### config.mk
export PLATFORM = sky130hd
export DESIGN_NAME = rf_writeback_queue
export DESIGN_NICKNAME = d
export VERILOG_FILES = /design/src/rtl/rf_writeback_queue.sv
export SDC_FILE = /design/constraint.sdc
export NUM_CORES = 1
export LEC_CHECK = 0
export BUFFER_PORTS_ARGS = -buffer_cell sky130_fd_sc_hd__buf_2
export CELL_PAD_IN_SITES_DETAIL_PLACEMENT = 0
export CELL_PAD_IN_SITES_GLOBAL_PLACEMENT = 1
export CORE_MARGIN = 2
export CORE_UTILIZATION = 49
export CTS_CLUSTER_DIAMETER = 100
export DETAILED_ROUTE_END_ITERATION = 8
export PLACE_DENSITY = 0.85
export SLEW_MARGIN = 20
export SYNTH_ARGS = -nofsm -noshare
export SYNTH_HDL_FRONTEND = slang
export SYNTH_SLANG_ARGS = --single-unit
### constraint.sdc
create_clock -name clk_i -period 12.6 [get_ports clk_i]
set_input_delay 0 -clock clk_i [delete_from_list [all_inputs] [get_ports clk_i]]
set_output_delay 0 -clock clk_i [all_outputs]
set_load 0.005 [all_outputs]
### src/rtl/rf_writeback_queue.sv
// In-order writeback queue merging load and ALU requests onto one register-file write port.
// Head drives rf_* one cycle after acceptance; readies drop conservatively as the queue fills.
module rf_writeback_queue #(
  parameter int ADDR_W  = 5,
  parameter int DATA_W  = 32,
  parameter int DEPTH   = 4,
  parameter int DROP_R0 = 1
) (
  input  logic                    clk_i,
  input  logic                    rst_ni,
  input  logic                    mem_valid_i,
  output logic                    mem_ready_o,
  input  logic [ADDR_W-1:0]       mem_addr_i,
  input  logic [DATA_W-1:0]       mem_data_i,
  input  logic                    alu_valid_i,
  output logic                    alu_ready_o,
  input  logic [ADDR_W-1:0]       alu_addr_i,
  input  logic [DATA_W-1:0]       alu_data_i,
  output logic                    rf_we_o,
  output logic [ADDR_W-1:0]       rf_addr_o,
  output logic [DATA_W-1:0]       rf_data_o,
  input  logic [ADDR_W-1:0]       pend_addr_i,
  output logic                    pend_hit_o,
  output logic [$clog2(DEPTH):0]  count_o
);

  localparam int PW = $clog2(DEPTH);
  localparam int CW = PW + 1;
  localparam logic [CW-1:0] FULL   = CW'(DEPTH);
  localparam logic [CW-1:0] ALMOST = CW'(DEPTH - 1);

  logic [ADDR_W-1:0] addrQ [DEPTH];
  logic [DATA_W-1:0] dataQ [DEPTH];
  logic [DEPTH-1:0]  vldQ, vldNext;
  logic [PW-1:0]     wrPtr, rdPtr, aluPtr;
  logic [CW-1:0]     count;
  logic              memRdy, aluRdy, memDrop, aluDrop, memEnq, aluEnq, pop, pendHit;

  // Readies are gated by reset so both sources see "not ready" while it is held.
  assign memRdy  = rst_ni && (count < FULL);
  assign aluRdy  = rst_ni && ((count < ALMOST) || ((count < FULL) && !mem_valid_i));
  assign memDrop = (DROP_R0 != 0) && (mem_addr_i == '0);
  assign aluDrop = (DROP_R0 != 0) && (alu_addr_i == '0);
  assign memEnq  = mem_valid_i && memRdy && !memDrop;
  assign aluEnq  = alu_valid_i && aluRdy && !aluDrop;
  assign pop     = (count != '0);
  // The load entry is older, so it takes the first free slot and the ALU entry the next.
  assign aluPtr  = wrPtr + PW'(memEnq);

  always_comb begin
    vldNext = vldQ;
    if (pop)    vldNext[rdPtr]  = 1'b0;
    if (memEnq) vldNext[wrPtr]  = 1'b1;
    if (aluEnq) vldNext[aluPtr] = 1'b1;
  end

  always_ff @(posedge clk_i or negedge rst_ni) begin
    if (!rst_ni) begin
      wrPtr <= '0;
      rdPtr <= '0;
      count <= '0;
      vldQ  <= '0;
    end else begin
      wrPtr <= aluPtr + PW'(aluEnq);
      if (pop) rdPtr <= rdPtr + PW'(1);
      count <= count + CW'(memEnq) + CW'(aluEnq) - CW'(pop);
      vldQ  <= vldNext;
    end
  end

  always_ff @(posedge clk_i) begin
    if (memEnq) begin
      addrQ[wrPtr] <= mem_addr_i;
      dataQ[wrPtr] <= mem_data_i;
    end
    if (aluEnq) begin
      addrQ[aluPtr] <= alu_addr_i;
      dataQ[aluPtr] <= alu_data_i;
    end
  end

  always_comb begin
    pendHit = 1'b0;
    for (int i = 0; i < DEPTH; i++) begin
      if (vldQ[i] && (addrQ[i] == pend_addr_i)) pendHit = 1'b1;
    end
    if ((DROP_R0 != 0) && (pend_addr_i == '0)) pendHit = 1'b0;
  end

  assign mem_ready_o = memRdy;
  assign alu_ready_o = aluRdy;
  assign rf_we_o     = pop;
  assign rf_addr_o   = addrQ[rdPtr];
  assign rf_data_o   = dataQ[rdPtr];
  assign pend_hit_o  = pendHit;
  assign count_o     = count;

endmodule
==> summary.txt, run 1 <==
Run status
  • Outcome: finished clean

Placement
  • Port Buffer Count: around 130
  • Gp weighted congestion: between 0.8 and 0.9
  • Setup Slack @ Placement: approximately 8.4 ns
  • Placed Area: approximately 0.0090 mm²
  • HPWL after DPL: roughly 11000 µm

Timing
  • Post-route clock period utilization: 0.366
  • Final slew viol count: 0
  • Hold slack: between 0.05 and 0.06 ns
  • Tightest Pin Transition: about 1.1 ns
  • TNS Setup: 0 ns
  • Setup ws final: ~8 ns
  • Max-Slew Margin vs Limit: 0.267
  • Min Tclk post-route: between 4 and 5 ns
  • Worst clock skew: ~0.0048 ns
  • Hold Vio Cnt, Final: 0
  • Unrepaired setup endpoints after global routing: no
  • # setup viols final: 0
  • Fmax: roughly 0.22 GHz

Logic synthesis
  • Synth warn: 0
  • Sequential-to-total area share from yosys stat: 0.577
  • Syn_nets: 560
  • Library cells used by synthesis: 34
  • Top cells by count, synth: edfxtp_1 (148), mux2_2 (105), mux4_2 (37), mux2_4 (27), xor2_1 (18)
  • Area share of the largest cell type after synthesis: 0.543
  • Post-synth EDFFs: approximately 150
  • Mean Syn Cell Area: 17.5 µm²
  • Post-synthesis register bit count: about 160
  • Async SR Flop Fraction: 0.0692
  • Count leader, synth: edfxtp_1
  • Post-Syn Area: a little over 0.008 mm²
  • Cell taking the most area after synthesis: edfxtp_1
  • Main synth FF type: edfxtp_1
  • Top cells by area, synth: edfxtp_1 (54%), mux2_2 (14%), mux4_2 (10%), mux2_4 (5.0%), dfrtp_1 (3.4%)
  • Post-synthesis instance total: around 470

Critical path
  • R2R Path Start: count_o[2]
  • Critical path fanouts, max: 21
  • R2R Setup Slk: 8.60 ns
  • Reg-to-Reg End: dataQ[1][29]
  • Worst r2r path cells: 10
  • Crit path to: dataQ[1][29]
  • CP Launch Type: primary input
  • Data arrival, critical path: about 4.8 ns
  • Critical path class: primary input to flop
  • Worst Setup SP: mem_addr_i[4]
  • Type of destination of the critical path: flop
  • CP required: ~13 ns

Drt
  • Post-route ant nets: 0
  • First-pass iteration count of the detailed router: 4
  • Vias per cell: between 5 and 6
  • Drc violations: 0
  • Wirelength per Cell: about 20 µm
  • Final wirelength: 19100 µm
  • Routed vias: between 5000 and 6000
  • Drt initial violations: ~440

Clock tree
  • Inserted Clock Buffers: 17
  • # Post-CTS Setup Buffers: 0
  • CTS tree: built
  • CTS root buf: clkbuf_16
  • Worst skew pair latency: approximately 0.43 ns
  • Htree depth: 4
  • Sink Count: around 160
  • Clk slew on worst S/H paths: approximately 0.060 ns
  • Clock buffer depth: 2

Hold path
  • Hold path startpoint: alu_valid_i
  • Worst Hold Class: primary input to flop

Final layout
  • Fin area: about 0.011 mm²
  • Share of cells above drive strength 1: 0.476
  • Diodes inserted: 0
  • Nets@finish: 793
  • Area Growth Syn to Fin: 31.9%

Global routing
  • Number of global-route vias before repair: between 5000 and 6000
  • Global-route wire length before repair: about 30000 µm
  • Initial antenna violation count: 0
  • Remaining global-route overflow: 0
  • Largest net degree at the start of global routing: around 40
  • GRT Util Overall: 0.221

Floorplanning
  • Die Y: 133 µm
  • Initial Utilization: 0.497
  • # rows: 47
  • Die area: approximately 0.018 mm²
  • Die W: roughly 130 µm
  • Area of the core: approximately 0.016 mm²
  • I/O pins: ~130

Pwr
  • PwrDens: between 150 and 200 mW/mm²
  • Design Power: about 2000 µW
  • Pleak: between 0.004 and 0.005 µW
  • Maximum vdd drop: between 0.1 and 0.15 mV

Run
  • Maxcap violations: 0
worst max-delay path, cell delays in order:
cell	delay, ns
dlygate4sd3_1	0.54
buf_2	0.16
or4_1	0.54
o211ai_1	0.54
inv_1	0.13
ha_1	0.25
xnor2_1	0.40
nand2_1	0.23
nor2_4	0.56
buf_4	0.51
mux2_4	0.34
dlygate4sd3_1	0.56
flip-flops by register name, summed over array words and instances (netlist names):
signal / cells
addrQ: 20
rdPtr: 2
dataQ: 128
vldQ: 4
wrPtr: 2
count_o: 3
final cells by class:
class | instances | area (µm²)
fillers | 1181 | 5670
flip-flops and latches | 159 | 4720
multi-input cells | 268 | 3270
repair buffers | 244 | 1820
clock buffers | 18 | 429
well taps | 220 | 275
clock inverters | 13 | 243
inverters | 10 | 37.5
report_power, final:
part	switching (µW)	total, µW	internal (µW)	leakage (µW)
clock network	203	590	388	0.000322
registers	81.2	767	686	0.00148
logic	265	584	319	0.00225
logic make-up (layout without fill, tap and decap cells):
kind of cell / Yosys count / count (layout) / synth area share
buf+inv: 40 / 285 / 0.0294
mux: 185 / 185 / 0.318
simple gates: 39 / 39 / 0.0245
fa+ha+maj: 10 / 10 / 0.0171
compound gates: 9 / 9 / 0.00780
xor+xnor: 25 / 25 / 0.0268
flops: 159 / 159 / 0.577
cell usage in the layout, fill, tap and decap left out, drive strengths merged, types with 2 or more instances in the layout:
cell,instances
a21oi,2
buf,131
bufinv,7
clkbuf,18
clkinv,5
dfrtp,11
dlygate4sd3,113
edfxtp,148
fa,2
ha,8
inv,10
mux2,148
mux4,37
nand2,15
nand3,8
nor2,4
nor4,4
o21ai,2
or4,3
xnor2,7
xor2,18
per-stage QoR:
step                      cells   util
after floorplan             467      -
after global placement      787  0.544
after detailed placement    788  0.546
after CTS                   932  0.655
after global routing        932  0.656
final                       932  0.656
per-layer routing:
layer	vias to the layer above	wire, µm	GRT usage
li1	2323	-	-
met1	2602	7820	0.269
met2	154	9840	0.388
met3	23	1070	0.0430
met4	0	333	0.0934
met5	-	0	0
how the worst min path moves through the flow:
stage | end | slack [ns] | cells after the start
final | wrPtr[0] | 0.06 | 3
after global routing | wrPtr[0] | 0.06 | 3
after CTS | wrPtr[0] | 0.06 | 3
after detailed placement | count_o[1] | -0.10 | 1
after global placement | count_o[1] | -0.11 | 1
after floorplan | count_o[0] | -0.30 | 0
repair_timing:
action                    4_1_cts  5_1_grt
hold endpoints to repair      159        0
resized for setup               0        0
hold buffers                  113        0
Power figures use the tool's default switching activity.
==> inputs of run 2 (changes only) <==
- CORE_UTILIZATION: 49 -> 48
- PLACE_DENSITY: 0.85 -> 0.84
- clock period: 12.6 -> 4.3 ns (I/O delays scaled with it)
==> run 2 against run 1 <==
Effect of this change: design area rose by 0.46%; combinational power grew to 2.9 times the previous value; cell count increased by 1.1%; flip-flop and latch count stayed put; critical endpoint is now dataQ[1][8]; highest routed layer unchanged.
==> summary.txt, run 2 (same netlist as run 1, synthesis figures left out) <==
Floorplanning
  • I/O pins: 127 (unchanged)
  • # rows: 47 (unchanged)
  • Die Y: 135 µm (+1.0%)
  • Die area: 0.0181 mm² (+2.0%)
  • Initial Utilization: 0.492 (-0.00527)
  • Area of the core: 0.0166 mm² (+1.1%)
  • Die W: 135 µm (+1.0%)

Final layout
  • Most frequent cells in the layout: edfxtp_1 (148), buf_2 (126), dlygate4sd3_1 (113)
  • Share of cells above drive strength 1: 0.481 (+0.00449)
  • Reg with most FFs: dataQ
  • Nets@finish: 802 (+1.1%)
  • Fin area: 0.0108 mm² (+0.46%)
  • Diodes inserted: 0 (unchanged)
  • Largest register FFs: 128 (unchanged)
  • Commonest non-fill, non-tap cell in the layout: edfxtp_1
  • Regs by FF count: dataQ (128), addrQ (20), vldQ (4)
  • Area Growth Syn to Fin: 32.5%

Placement
  • HPWL after DPL: 12100 µm (+7.2%)
  • Placed Area: 0.00904 mm² (+0.64%)
  • Setup Slack @ Placement: 0.830 ns (-7.61 ns)
  • Gp weighted congestion: 0.838 (-2.3%)
  • Port Buffer Count: 126 (unchanged)

Timing
  • Hold slack: 0.0727 ns (+0.0129 ns)
  • Fmax: between 0.2 and 0.3 GHz
  • TNS Setup: 0 ns (unchanged)
  • # setup viols final: 0 (unchanged)
  • Hold Vio Cnt, Final: 0 (unchanged)
  • Worst clock skew: 0.00654 ns (+0.00169 ns)
  • Final slew viol count: 0 (unchanged)
  • Min Tclk post-route: 3.85 ns
  • Setup ws final: 0.447 ns (-7.55 ns)
  • Unrepaired setup endpoints after global routing: no
  • Post-route clock period utilization: 0.896
  • Max-Slew Margin vs Limit: 0.273 (+0.00575)
  • Tightest Pin Transition: 1.09 ns (-0.00862 ns)

Clock tree
  • Sink Count: 159 (unchanged)
  • Clk slew on worst S/H paths: 0.06 ns (about the same)
  • CTS root buf: clkbuf_16
  • Clock buffer depth: 2 (unchanged)
  • Inserted Clock Buffers: 17 (unchanged)
  • Worst skew pair latency: 0.42 ns (about the same)
  • CTS tree: built
  • Htree depth: 4 (unchanged)

Critical path
  • Critical path fanouts, max: 26 (+24%)
  • CP Launch Type: primary input
  • WP buf/inv: 6 (+1)
  • Type of destination of the critical path: flop
  • CP max stage delay: 0.55 ns (about the same)
  • Critical path class: primary input to flop
  • Data arrival, critical path: 4.02 ns (-0.77 ns)
  • Largest delay contributor family on the critical path: buffers and inverters
  • CP required: 4.47 ns (-8.31 ns)
  • Critical path, cell by cell: dlygate4sd3_1 -> buf_2 -> or4_1 -> o211ai_1 -> buf_4 -> inv_1 -> ha_1 -> xnor2_1 -> nand2_1 -> nor2_4 -> buf_4 -> mux2_2 -> dlygate4sd3_1
  • Critical-path top delay cell: or4_1

Run status
  • Outcome: finished clean

Drt
  • Post-route ant nets: 0 (unchanged)
  • First-pass iteration count of the detailed router: 4 (unchanged)
  • Drt initial violations: 311 (-29%)
  • Vias per cell: 5.47 (about the same)
  • Wirelength per Cell: 20.7 µm (+1.4%)
  • Routed vias: 5152 (+0.98%)
  • Final wirelength: 19500 µm (+2.5%)
  • Drc violations: 0 (unchanged)

Pwr
  • PwrDens: 522 mW/mm² (+190%)
  • Maximum vdd drop: 0.378 mV (+190%)
  • Pleak: 0.00407 µW (+0.50%)

Global routing
  • Routing usage on met2: 0.393 (+0.00569)
  • Global-route wire length before repair: 30700 µm (+3.8%)
  • Met3 GRT Util: 0.0398 (-0.00321)
  • GRT Util Overall: 0.227 (+0.00571)
  • Busiest grt layer: met2
  • Largest net degree at the start of global routing: 41 (unchanged)
  • Met1 Use GR: 0.290 (+0.0206)
  • Remaining global-route overflow: 0 (unchanged)
  • Number of global-route vias before repair: 5651 (+0.25%)
  • Initial antenna violation count: 0 (unchanged)

Run
  • Maxcap violations: 0 (unchanged)

Hold path
  • Worst Hold Class: primary input to flop
run 2: area by class of cell:
class | instances | area (µm²)
fillers | 1173 | 5790
flip-flops and latches | 159 | 4720
multi-input cells | 268 | 3270
repair buffers | 253 | 1890
clock buffers | 20 | 437
well taps | 220 | 275
clock inverters | 12 | 215
inverters | 10 | 37.5
run 2: worst paths after layout:
kind	start	slack (ns)	endpoint	depth (start not counted)
max	mem_addr_i[3]	0.45	dataQ[1][8]	13
min	alu_valid_i	0.07	wrPtr[0]	3
max reg2reg	count_o[2]	0.73	dataQ[3][3]	10
min reg2reg	vldQ[2]	0.51	vldQ[2]	2
max in group asynchronous	rst_ni	3.21	rdPtr[0]	3
min in group asynchronous	rst_ni	0.66	count_o[1]	3
run 2: power breakdown:
part / switching (µW) / internal (µW)
combinational: 752 / 952
clock: 583 / 1080
sequential: 279 / 2010
total: 1610 / 4050
run 2: timing repair:
item                                    CTS  global route
hold buffers                            113             0
resized for setup                         0             1
endpoints found under the setup margin    0             3
hold endpoints to repair                159             0
buffers inserted                          0             2
run 2: per-stage QoR:
step | cells | total power (µW) | utilization
final | 942 | 5660 | 0.652
after global placement | 795 | 3870 | 0.543
after floorplan | 467 | 3270 | -
after global routing | 942 | 5920 | 0.652
after detailed placement | 795 | 3910 | 0.543
after CTS | 940 | 5690 | 0.650
run 2: worst register-to-register path: cells and delay by family, from the launching register on:
family	cells	cell delay, ns
buffers and inverters	4	1.38
and+or+nand+nor	2	0.53
muxes	1	0.42
DFF	1	0.40
xor gates and xnor gates	1	0.25
adders and majority gates	1	0.20
AOI/OAI and AO/OA	1	0.15
run 2: layer usage:
metal,wire [µm],vias to the layer above
met3,1150,27
met5,0,-
met2,10300,187
met1,7770,2607
li1,-,2331
met4,290,0
